**src/rtl/descrambler_sync.sv**
```systemverilog
// Self-synchronizing serial descrambler with an idle-pattern sync monitor.
// Recovers data = rx ^ fb and tracks lock/loss-of-lock from the idle stream.
module descrambler_sync #(
    parameter int               WIDTH    = 4,
    parameter logic [WIDTH-1:0] TAPS     = {1'b1, {(WIDTH-1){1'b0}}},
    parameter logic             IDLE_BIT = 1'b1,
    parameter int               LOCK_CNT = 16,
    parameter int               WINDOW   = 64,
    parameter int               ERR_MAX  = 4
) (
    input  logic        clk,
    input  logic        rst,
    input  logic        rx_valid,
    input  logic        rx_bit,
    input  logic        clr_err,
    output logic        data_valid,
    output logic        data_bit,
    output logic        locked,
    output logic        lock_lost,
    output logic [15:0] err_count
);

    localparam int FILL_W = $clog2(WIDTH + 1);
    localparam int RUN_W  = 8;
    localparam int WIN_W  = $clog2(WINDOW + 1);

    typedef enum logic [1:0] {
        FILL,
        SEARCH,
        LOCKED
    } mon_state_t;

    mon_state_t        mon_q, mon_d;
    logic [WIDTH-1:0]  shift_q;
    logic [FILL_W-1:0] fill_q, fill_d;
    logic [RUN_W-1:0]  run_q, run_d;
    logic [WIN_W-1:0]  win_pos_q, win_pos_d;
    logic [WIN_W-1:0]  win_err_q, win_err_d;
    logic [15:0]       err_d;
    logic              fb;
    logic              desc_bit;
    logic              is_err;
    logic              lost;

    always_ff @(posedge clk) begin
        if (rst) begin
            mon_q      <= FILL;
            shift_q    <= '0;
            fill_q     <= '0;
            run_q      <= '0;
            win_pos_q  <= '0;
            win_err_q  <= '0;
            err_count  <= '0;
            lock_lost  <= 1'b0;
            data_valid <= 1'b0;
            data_bit   <= 1'b0;
        end else begin
            mon_q      <= mon_d;
            fill_q     <= fill_d;
            run_q      <= run_d;
            win_pos_q  <= win_pos_d;
            win_err_q  <= win_err_d;
            err_count  <= err_d;
            lock_lost  <= lost;
            data_valid <= rx_valid && (mon_q != FILL);
            if (rx_valid) begin
                shift_q  <= {shift_q[WIDTH-2:0], rx_bit};
                data_bit <= desc_bit;
            end
        end
    end

    // Loss of lock is checked before window rollover so an ERR_MAX-th error
    // on the last window bit still drops lock.
    always_comb begin
        fb        = ^(shift_q & TAPS);
        desc_bit  = rx_bit ^ fb;
        mon_d     = mon_q;
        fill_d    = fill_q;
        run_d     = run_q;
        win_pos_d = win_pos_q;
        win_err_d = win_err_q;
        is_err    = 1'b0;
        lost      = 1'b0;

        if (rx_valid) begin
            case (mon_q)
                FILL: begin
                    if (fill_q == FILL_W'(WIDTH - 1)) begin
                        mon_d  = SEARCH;
                        fill_d = '0;
                        run_d  = '0;
                    end else begin
                        fill_d = fill_q + 1'b1;
                    end
                end
                SEARCH: begin
                    if (desc_bit == IDLE_BIT) begin
                        if (run_q == RUN_W'(LOCK_CNT - 1)) begin
                            mon_d     = LOCKED;
                            run_d     = '0;
                            win_pos_d = '0;
                            win_err_d = '0;
                        end else begin
                            run_d = run_q + 1'b1;
                        end
                    end else begin
                        run_d = '0;
                    end
                end
                LOCKED: begin
                    is_err = (desc_bit != IDLE_BIT);
                    if (is_err && (win_err_q == WIN_W'(ERR_MAX - 1))) begin
                        mon_d     = SEARCH;
                        run_d     = '0;
                        win_pos_d = '0;
                        win_err_d = '0;
                        lost      = 1'b1;
                    end else if (win_pos_q == WIN_W'(WINDOW - 1)) begin
                        win_pos_d = '0;
                        win_err_d = '0;
                    end else begin
                        win_pos_d = win_pos_q + 1'b1;
                        win_err_d = win_err_q + WIN_W'(is_err);
                    end
                end
                default: mon_d = FILL;
            endcase
        end
    end

    always_comb begin
        err_d = err_count;
        if (clr_err) begin
            err_d = is_err ? 16'd1 : 16'd0;
        end else if (is_err && (err_count != 16'hFFFF)) begin
            err_d = err_count + 16'd1;
        end
    end

    assign locked = (mon_q == LOCKED);

endmodule

```
**config.mk**
```make
export PLATFORM = sky130hd
export DESIGN_NAME = descrambler_sync
export DESIGN_NICKNAME = d
export VERILOG_FILES = /design/src/rtl/descrambler_sync.sv
export SDC_FILE = /design/constraint.sdc
export NUM_CORES = 1
export LEC_CHECK = 0
export CELL_PAD_IN_SITES_DETAIL_PLACEMENT = 0
export CELL_PAD_IN_SITES_GLOBAL_PLACEMENT = 2
export CORE_AREA = 8 8 70 133
export CTS_CLUSTER_DIAMETER = 120
export DETAILED_ROUTE_END_ITERATION = 8
export DIE_AREA = 0 0 78 141
export PLACE_DENSITY_LB_ADDON = 0.1
export SKIP_CTS_REPAIR_TIMING = 1
export SLEW_MARGIN = 20
export SYNTH_ARGS = -nofsm -noshare
export SYNTH_HDL_FRONTEND = slang
export SYNTH_SLANG_ARGS = --single-unit
export TNS_END_PERCENT = 1
```
**constraint.sdc**
```tcl
create_clock -name clk -period 2.6 [get_ports clk]
set_input_delay 0.65 -clock clk [delete_from_list [all_inputs] [get_ports clk]]
set_output_delay 0.65 -clock clk [all_outputs]
set_load 0.005 [all_outputs]
```
======== Word level (Yosys, flattened, before mapping) ========
Index checks and enable logic that the tools add are counted.
cells by class
  add/sub/neg operators ................... 5
  equal/unequal tests ..................... 11
  mux-type cells .......................... 25
  bitwise operators ....................... 4
  reductions and logical operators ........ 14
operator list
  operator                 number
  $mux W7                  6
  $mux W16                 2
  $mux W8                  4
  $pmux W7 S2              2
  $pmux W8 S3              1
  $add A16 B1 Y16 const B  1
  $ne A16 B16 Y1 const B   1
  $add A8 B1 Y8 const B    1
  $eq A8 B4 Y1 const B     1
  $mux W2                  4
  $reduce_and A4 Y1        2
  $add A7 B1 Y7            1
  $add A7 B1 Y7 const B    1
  $eq A7 B2 Y1 const B     1
  $eq A7 B6 Y1 const B     1
  $ne A2 B2 Y1 const B     3
  $pmux W2 S3              1
  $reduce_bool A2 Y1       3
  $reduce_and A5 Y1        1
  $mux W1                  4
  $reduce_xor A4 Y1        1
  $add A3 B1 Y3 const B    1
  $eq A3 B2 Y1 const B     1
  $logic_and A1 B1 Y1      3
  other kinds (10)         12
word-level totals
  register bits after elaboration ......... 50
  output and inout bits ................... 20
  logic and storage cells ................. 69

======== Logic depth before layout (Yosys ltp) ========
Gate-level depths: netlist of the first run.
  depth in word-level cells ............... 8
  depth in mapped cells ................... 9

======== Worst setup path before layout of the first run ========
OpenSTA, ideal clock, no wires.
  kind .................................... input to register
  start point ............................. input port rx_bit
  end point ............................... register win_err_q[6]
  library setup time ...................... 0.063 ns
  arrival time ............................ 2.088 ns
  path slack .............................. 0.449 ns
  cell stages on the path ................. 9
  buffers on the path ..................... 1
  cells stage by stage .................... xor2_1 -> buf_4 -> inv_2 -> ha_1 -> ha_1 -> nand3_1 -> or2_2 -> or3_1 -> nand3_1
on the way
  word-level cells in the longest chain between the ends .. 6
  elaborated cells between the ends (all ways) .. 9
RTL lines
  item                  line  source
  start, declared       14    input logic rx_bit,
  $xor A1 B1 Y1 (*)     77    desc_bit = rx_bit ^ fb;
  $not A1 Y1            112   is_err = (desc_bit != IDLE_BIT);
  $add A7 B1 Y7         124   win_err_d = win_err_q + WIN_W'(is_err);
  $mux W7               119   end else if (win_pos_q == WIN_W'(WINDOW - 1)) begin
  $mux W7               113   if (is_err && (win_err_q == WIN_W'(ERR_MAX - 1))) begin
  $pmux W7 S2           87    case (mon_q)
  end signal, assigned  62    win_err_q <= win_err_d;
  end, declared         38    logic [WIN_W-1:0] win_err_q, win_err_d;
Mark *: on every way between the ends. The rest lies on a longest branch, timed or not.
A chain may end at the register's enable or synchronous reset.

======== Worst setup path after layout of the first run ========
Same ends and word-level chain as after synthesis.

==> results.md, run 1 <==
- Status: finished, final reports clean
- Largest net degree at the start of global routing: 17
- Max clock buf depth: 2
- Fin worst setup slack: 0.201 ns
- Met2 global-route usage: 0.259
- Synth Area in Simple Gates: 0.350
- Tmin final: 2.40 ns
- Vias: 2,320
- Root Driver: clkbuf_16
- Sink Count: 50
- Post-DP HPWL: 5400 um
- Final setup fails: 0
- Crit path required time: 2.84 ns
- Total grt overflow: 0
- I/O pin count: 25
- Synthesized area per cell: 8.34 um2
- Placed cell count: 428
- Layer with the highest usage: met2
- Area share of the leading cell type in the synthesized netlist: 0.398
- Number of antenna diodes: 0
- Sw frac: 0.219
- Initial DRC Count: 91
- Final core utilization: 0.417
- Highest ir drop seen on vdd: 0.000304 V
- Nets: 353
- Internal Power: 1.26 mW
- Total Power: 1.61 mW
- Seq/Total Area, Yosys: 0.398
- Least-Margin Pin Slew: 0.608 ns
- Slew headroom: 0.593
- Pwr dens: 511 mW/mm2
- Layout cells sized above 1: 0.126
- Post-synth EDFFs: 0
- Routed wire length: 7030 um
- Pre-Repair DR Iteration Count: 4
- Cell taking the most area after synthesis: dfxtp_1
- Slew Limit Fails: 0
- Skew-Pair Late Insertion Delay: 0.29 ns
- WHS Path Cells: 2
- Xor/xnor share of the synthesized area: 0.0383
- Die X: 78 um
- Critical Path AT: 2.64 ns
- Crit Path Max Fanout: 4
- Fmax: 417 MHz
- Largest family of logic cells by synthesized area: simple AND/OR/NAND/NOR gates
- Synthesized Nets: 314
- Reg clk slew, reported paths: 0.07 ns
- Sequential fraction of design power: 0.482
- Compound-Gate Fraction of Synth Area: 0.121
- Crit end category: flop
- Routed WL per cell: 16.1 um
- Post-route ant nets: 0
- CTS Buf Count: 5
- Mux share of post-synthesis cell area: 0.0318
- Met1 GRT Util: 0.118
- NetSw: 353 uW
- CTS tree: built
- Max-Cap Viols: 0
- Synth Cell Area: 0.00252 mm2
- Final hold violation count: 0
- Largest cells by area after synthesis: dfxtp_1, nand3_1, nor2_1
- Global-route wire length before repair: 11,400 um
- HP Class: reg2reg
- H-tree depth: 2
- Ys Warns: 0
- DRC viols: 0
- Clk_skew: 0.00949 ns
- Kind of critical path: in2reg
- Initial antenna violation count: 0
- Number of global-route vias before repair: 2,247
- CORE AREA: 0.00754 mm2
- Die area: 0.0110 mm2
- Tcrit/Tclk final: 0.923
- Asr flop ratio synth: 0
- Routing usage on met3: 0.0280
- Initial core utilization: 0.334
- Number of cell rows: 45
- Cell count after synthesis: 302
- Synth unique cells: 46
- Final cell count without fillers: 436
- Gate power share: 0.042
- Port Buf Inserts: 24
- Overall global routing resource usage: 0.131
- Clock power frac: 0.476
- DR vias/cell: 5.32
- CP Launch Type: input port
- FF-to-FF path depth: 6
- Synth Area in Adders: 0.0348
- Syn-to-layout area delta: 25.0%
- Synthesized flop and latch total: 50
- Placer Congestion: 0.795
- Leakage: 1.20 nW
- Top_reg_cell synth: dfxtp_1
- Die Y: 141 um
- Unrepaired setup endpoints after global routing: no
- Dpl ws: -0.154 ns
cells in the final DEF (no fill, tap or decap), types with 5 or more instances in the layout:
master / synthesis / final
dfxtp_1: 50 / 50
a21oi_1: 13 / 13
nand4_1: 12 / 12
or3_1: 11 / 11
nor3_1: 8 / 7
o21ai_0: 9 / 9
mux2i_1: 8 / 8
ha_1: 7 / 7
clkdlybuf4s50_1: 0 / 24
buf_4: 1 / 19
inv_1: 5 / 5
and3_1: 11 / 11
nand2_1: 27 / 27
nand3_1: 33 / 33
nor2_1: 31 / 31
clkbuf_16: 0 / 5
or2_2: 6 / 6
xor2_1: 11 / 11
power by group through the flow:
| stage | logic [mW] | clock network (mW) | registers, mW |
|---|---|---|---|
| 4_1_cts | 0.0700 | 0.794 | 0.775 |
| 6_report | 0.0682 | 0.766 | 0.775 |
| 3_3_place_gp | 0.0696 | 0 | 0.793 |
| 2_1_floorplan | 0.0379 | 0 | 0.792 |
| 3_5_place_dp | 0.0699 | 0 | 0.793 |
| 5_1_grt | 0.0766 | 0.823 | 0.776 |
layer usage:
| layer | wire length (um) | vias to the layer above |
|---|---|---|
| met5 | 0 | - |
| met4 | 222 | 0 |
| met3 | 247 | 13 |
| met2 | 4000 | 33 |
| met1 | 2560 | 1099 |
| li1 | - | 1175 |
worst max-delay path, cell delays in order:
cell and delay [ns]:
clkdlybuf4s50_1 0.44, xor2_1 0.17, buf_4 0.15, inv_2 0.07, ha_1 0.14, ha_1 0.18, nand3_1 0.12, or2_2 0.33
or3_1 0.31, nand3_1 0.07
area by class of cell:
type	count	area (um2)
repair buffers	43	383
clock inverters	3	43.8
fillers	797	4400
inverters	6	22.5
multi-input cells	235	1450
flip-flops and latches	50	1000
well taps	94	118
clock buffers	5	125
synth_stat cells, types with 2 or more instances:
library cell   n
nor3_1         8
ha_1           7
clkbuf_1       9
o211ai_1       3
or2_2          6
and3_1        11
nand3_1       33
a21oi_1       13
nand4_1       12
o21ai_0        9
and2_1         3
inv_1          5
dfxtp_1       50
nor2_2         2
o21a_1         2
nor2b_1        4
or3_1         11
o211a_1        4
mux2i_1        8
a31oi_1        4
nor2_1        31
and4_1         2
or3b_1         2
xor2_1        11
nand2_1       27
nand3b_1       3
or4_1          3
path summary, 6_finish.rpt:
path / from / endpoint / slack, ns
max: rx_bit / win_err_q[6]$_SDFFE_PP0P_ / 0.20
min: fill_q[2]$_SDFFE_PP0P_ / fill_q[2]$_SDFFE_PP0P_ / 0.43
max reg2reg: fill_q[0]$_SDFFE_PP0P_ / run_q[3]$_SDFFE_PP0P_ / 0.55
min reg2reg: fill_q[2]$_SDFFE_PP0P_ / fill_q[2]$_SDFFE_PP0P_ / 0.43
registers in the layout (all words and copies together), names as in the netlist, 2 cells and up:
| signal | count |
|---|---|
| win_err_q | 7 |
| win_pos_q | 7 |
| fill_q | 3 |
| err_count | 16 |
| mon_q | 2 |
| run_q | 8 |
| shift_q | 4 |
stage by stage:
stage	hold WS, ns	area [um2]	TNS (ns)
floorplan	0.412	2520	0
global placement	0.421	2970	-1.09
detailed placement	0.424	2970	-1.13
CTS	0.435	3140	0
global route	0.463	3150	0
finish	0.433	3150	0
kinds of logic after synthesis:
logic type | after synthesis
fa+ha+maj | 7
xor+xnor | 11
compound gates | 45
flops | 50
mux | 8
simple gates | 164
buf+inv | 17
(Power assumes the default switching activity.)
==> inputs of run 2 (changes only) <==
CELL_PAD_IN_SITES_GLOBAL_PLACEMENT = 1   (was 2)
CORE_AREA = 8 8 64 121   (was 8 8 70 133)
DIE_AREA = 0 0 72 129   (was 0 0 78 141)
==> results.md, run 2 (synthesis gave the netlist of run 1 again) <==
- Syn-to-layout area delta: 24.7%
- Worst R2R Setup Slack: 0.57 ns
- Fmax: 425 MHz
- DRC viols: 0
- Kind of critical path: in2reg
- Clk_skew: 0.00899 ns
- Vias: 2,287
- Leakage: 1.20 nW
- Most frequent cells in the layout: dfxtp_1, nand3_1, nor2_1, nand2_1, clkdlybuf4s50_1
- Slew Limit Fails: 0
- Die area: 0.00929 mm2
- Number of global-route vias before repair: 2,312
- Initial DRC Count: 126
- I/O pin count: 25
- Unrepaired setup endpoints after global routing: no
- Die Y: 129 um
- Sink Count: 50
- Total grt overflow: 0
- Max reg flops: 16
- Max-Cap Viols: 0
- Die X: 72 um
- Number of cell rows: 41
- Final cell count without fillers: 425
- Overall global routing resource usage: 0.140
- Placed instance area: 0.00294 mm2
- Met2 global-route usage: 0.228
- Routed wire length: 5910 um
- Nets: 350
- Critical Path AT: 2.59 ns
- Placer Congestion: 0.799
- CP Launch Type: input port
- Post-route ant nets: 0
- Max clock buf depth: 2
- Slew headroom: 0.382
- Root Driver: clkbuf_16
- Largest net degree at the start of global routing: 17
- DR vias/cell: 5.38
- H-tree depth: 2
- Top reg by flops: err_count
- Initial core utilization: 0.406
- Final hold violation count: 0
- Final setup fails: 0
- CTS Buf Count: 5
- Skew-Pair Late Insertion Delay: 0.30 ns
- Reg clk slew, reported paths: 0.07 ns
- Routing usage on met3: 0.0296
- Initial antenna violation count: 0
- Setup TNS: 0 ns
- Most common cell after layout, fill and taps aside: dfxtp_1
- Layout cells sized above 1: 0.115
- Max stage delay on crit path: 0.76 ns
- HP Class: reg2reg
- Slowest cell on the critical path: nor3_1
- CTS tree: built
- Largest regs: err_count x16, run_q x8
- Placed cell count: 417
- Crit Path Max Fanout: 8
- Tcrit/Tclk final: 0.906
- Port Buf Inserts: 24
- Crit path required time: 2.83 ns
- Pre-Repair DR Iteration Count: 4
- Post-DP HPWL: 4410 um
- Layer with the highest usage: met2
- Status: finished, final reports clean
- Number of antenna diodes: 0
- Least-Margin Pin Slew: 0.920 ns
- FILL cells: 610
- Met1 GRT Util: 0.166
- Cells along the critical path: clkdlybuf4s50_1 > xor2_1 > buf_4 > o31ai_1 > nor3_1 > nand3b_1 > nand3_1
- Highest ir drop seen on vdd: 0.000425 V
- Tmin final: 2.36 ns
- CORE AREA: 0.00621 mm2
- Crit end category: flop
- Pwr dens: 546 mW/mm2
- Post-route cell area: 0.00314 mm2
- Routed WL per cell: 13.9 um
- Global-route wire length before repair: 10,500 um
- Total Power: 1.71 mW
-- run 2: stage by stage --
step | hold WS, ns | setup WS [ns] | util
final | 0.444 | 0.245 | 0.506
after global routing | 0.462 | 0.109 | 0.506
after CTS | 0.449 | 0.267 | 0.506
after detailed placement | 0.437 | -0.0409 | 0.474
after global placement | 0.425 | 0.0139 | 0.474
after floorplan | 0.412 | 0.449 | -
-- run 2: where the power goes --
part | internal, mW | switching, mW
Clock | 0.578 | 0.291
Combinational | 0.0305 | 0.0390
Sequential | 0.772 | 0.00375
-- run 2: worst paths after layout --
path / start / endpoint / cells after the start
worst max register to register: mon_q[1]$_SDFFE_PP0P_ / win_err_q[2]$_SDFFE_PP0P_ / 5
worst min register to register: fill_q[2]$_SDFFE_PP0P_ / fill_q[2]$_SDFFE_PP0P_ / 2
worst max-delay path: rx_bit / win_err_q[2]$_SDFFE_PP0P_ / 7
worst min-delay path: fill_q[2]$_SDFFE_PP0P_ / fill_q[2]$_SDFFE_PP0P_ / 2
-- run 2: layer usage --
metal  up-vias  routed length (um)
li1       1173                   -
met2        39                2930
met5         -                   0
met1      1064                2650
met3        11                 173
met4         0                 157
-- run 2: final cells by class --
class,instances,area [um2],share of cell area
Clock buffer,6,139,0.0442
Clock inverter,2,60.1,0.0191
Inverter,6,22.5,0.00717
Multi-Input combinational cell,235,1450,0.462
Sequential cell,50,1000,0.319
Tap cell,86,108,0.0343
Timing Repair Buffer,40,360,0.115
-- run 2: critical path, delay by kind of cell --
| family | cells | cell delay (ns) |
|---|---|---|
| and+or+nand+nor | 3 | 1.07 |
| AOI/OAI and AO/OA | 1 | 0.09 |
| xor gates and xnor gates | 1 | 0.14 |
| buffers and inverters | 2 | 0.63 |
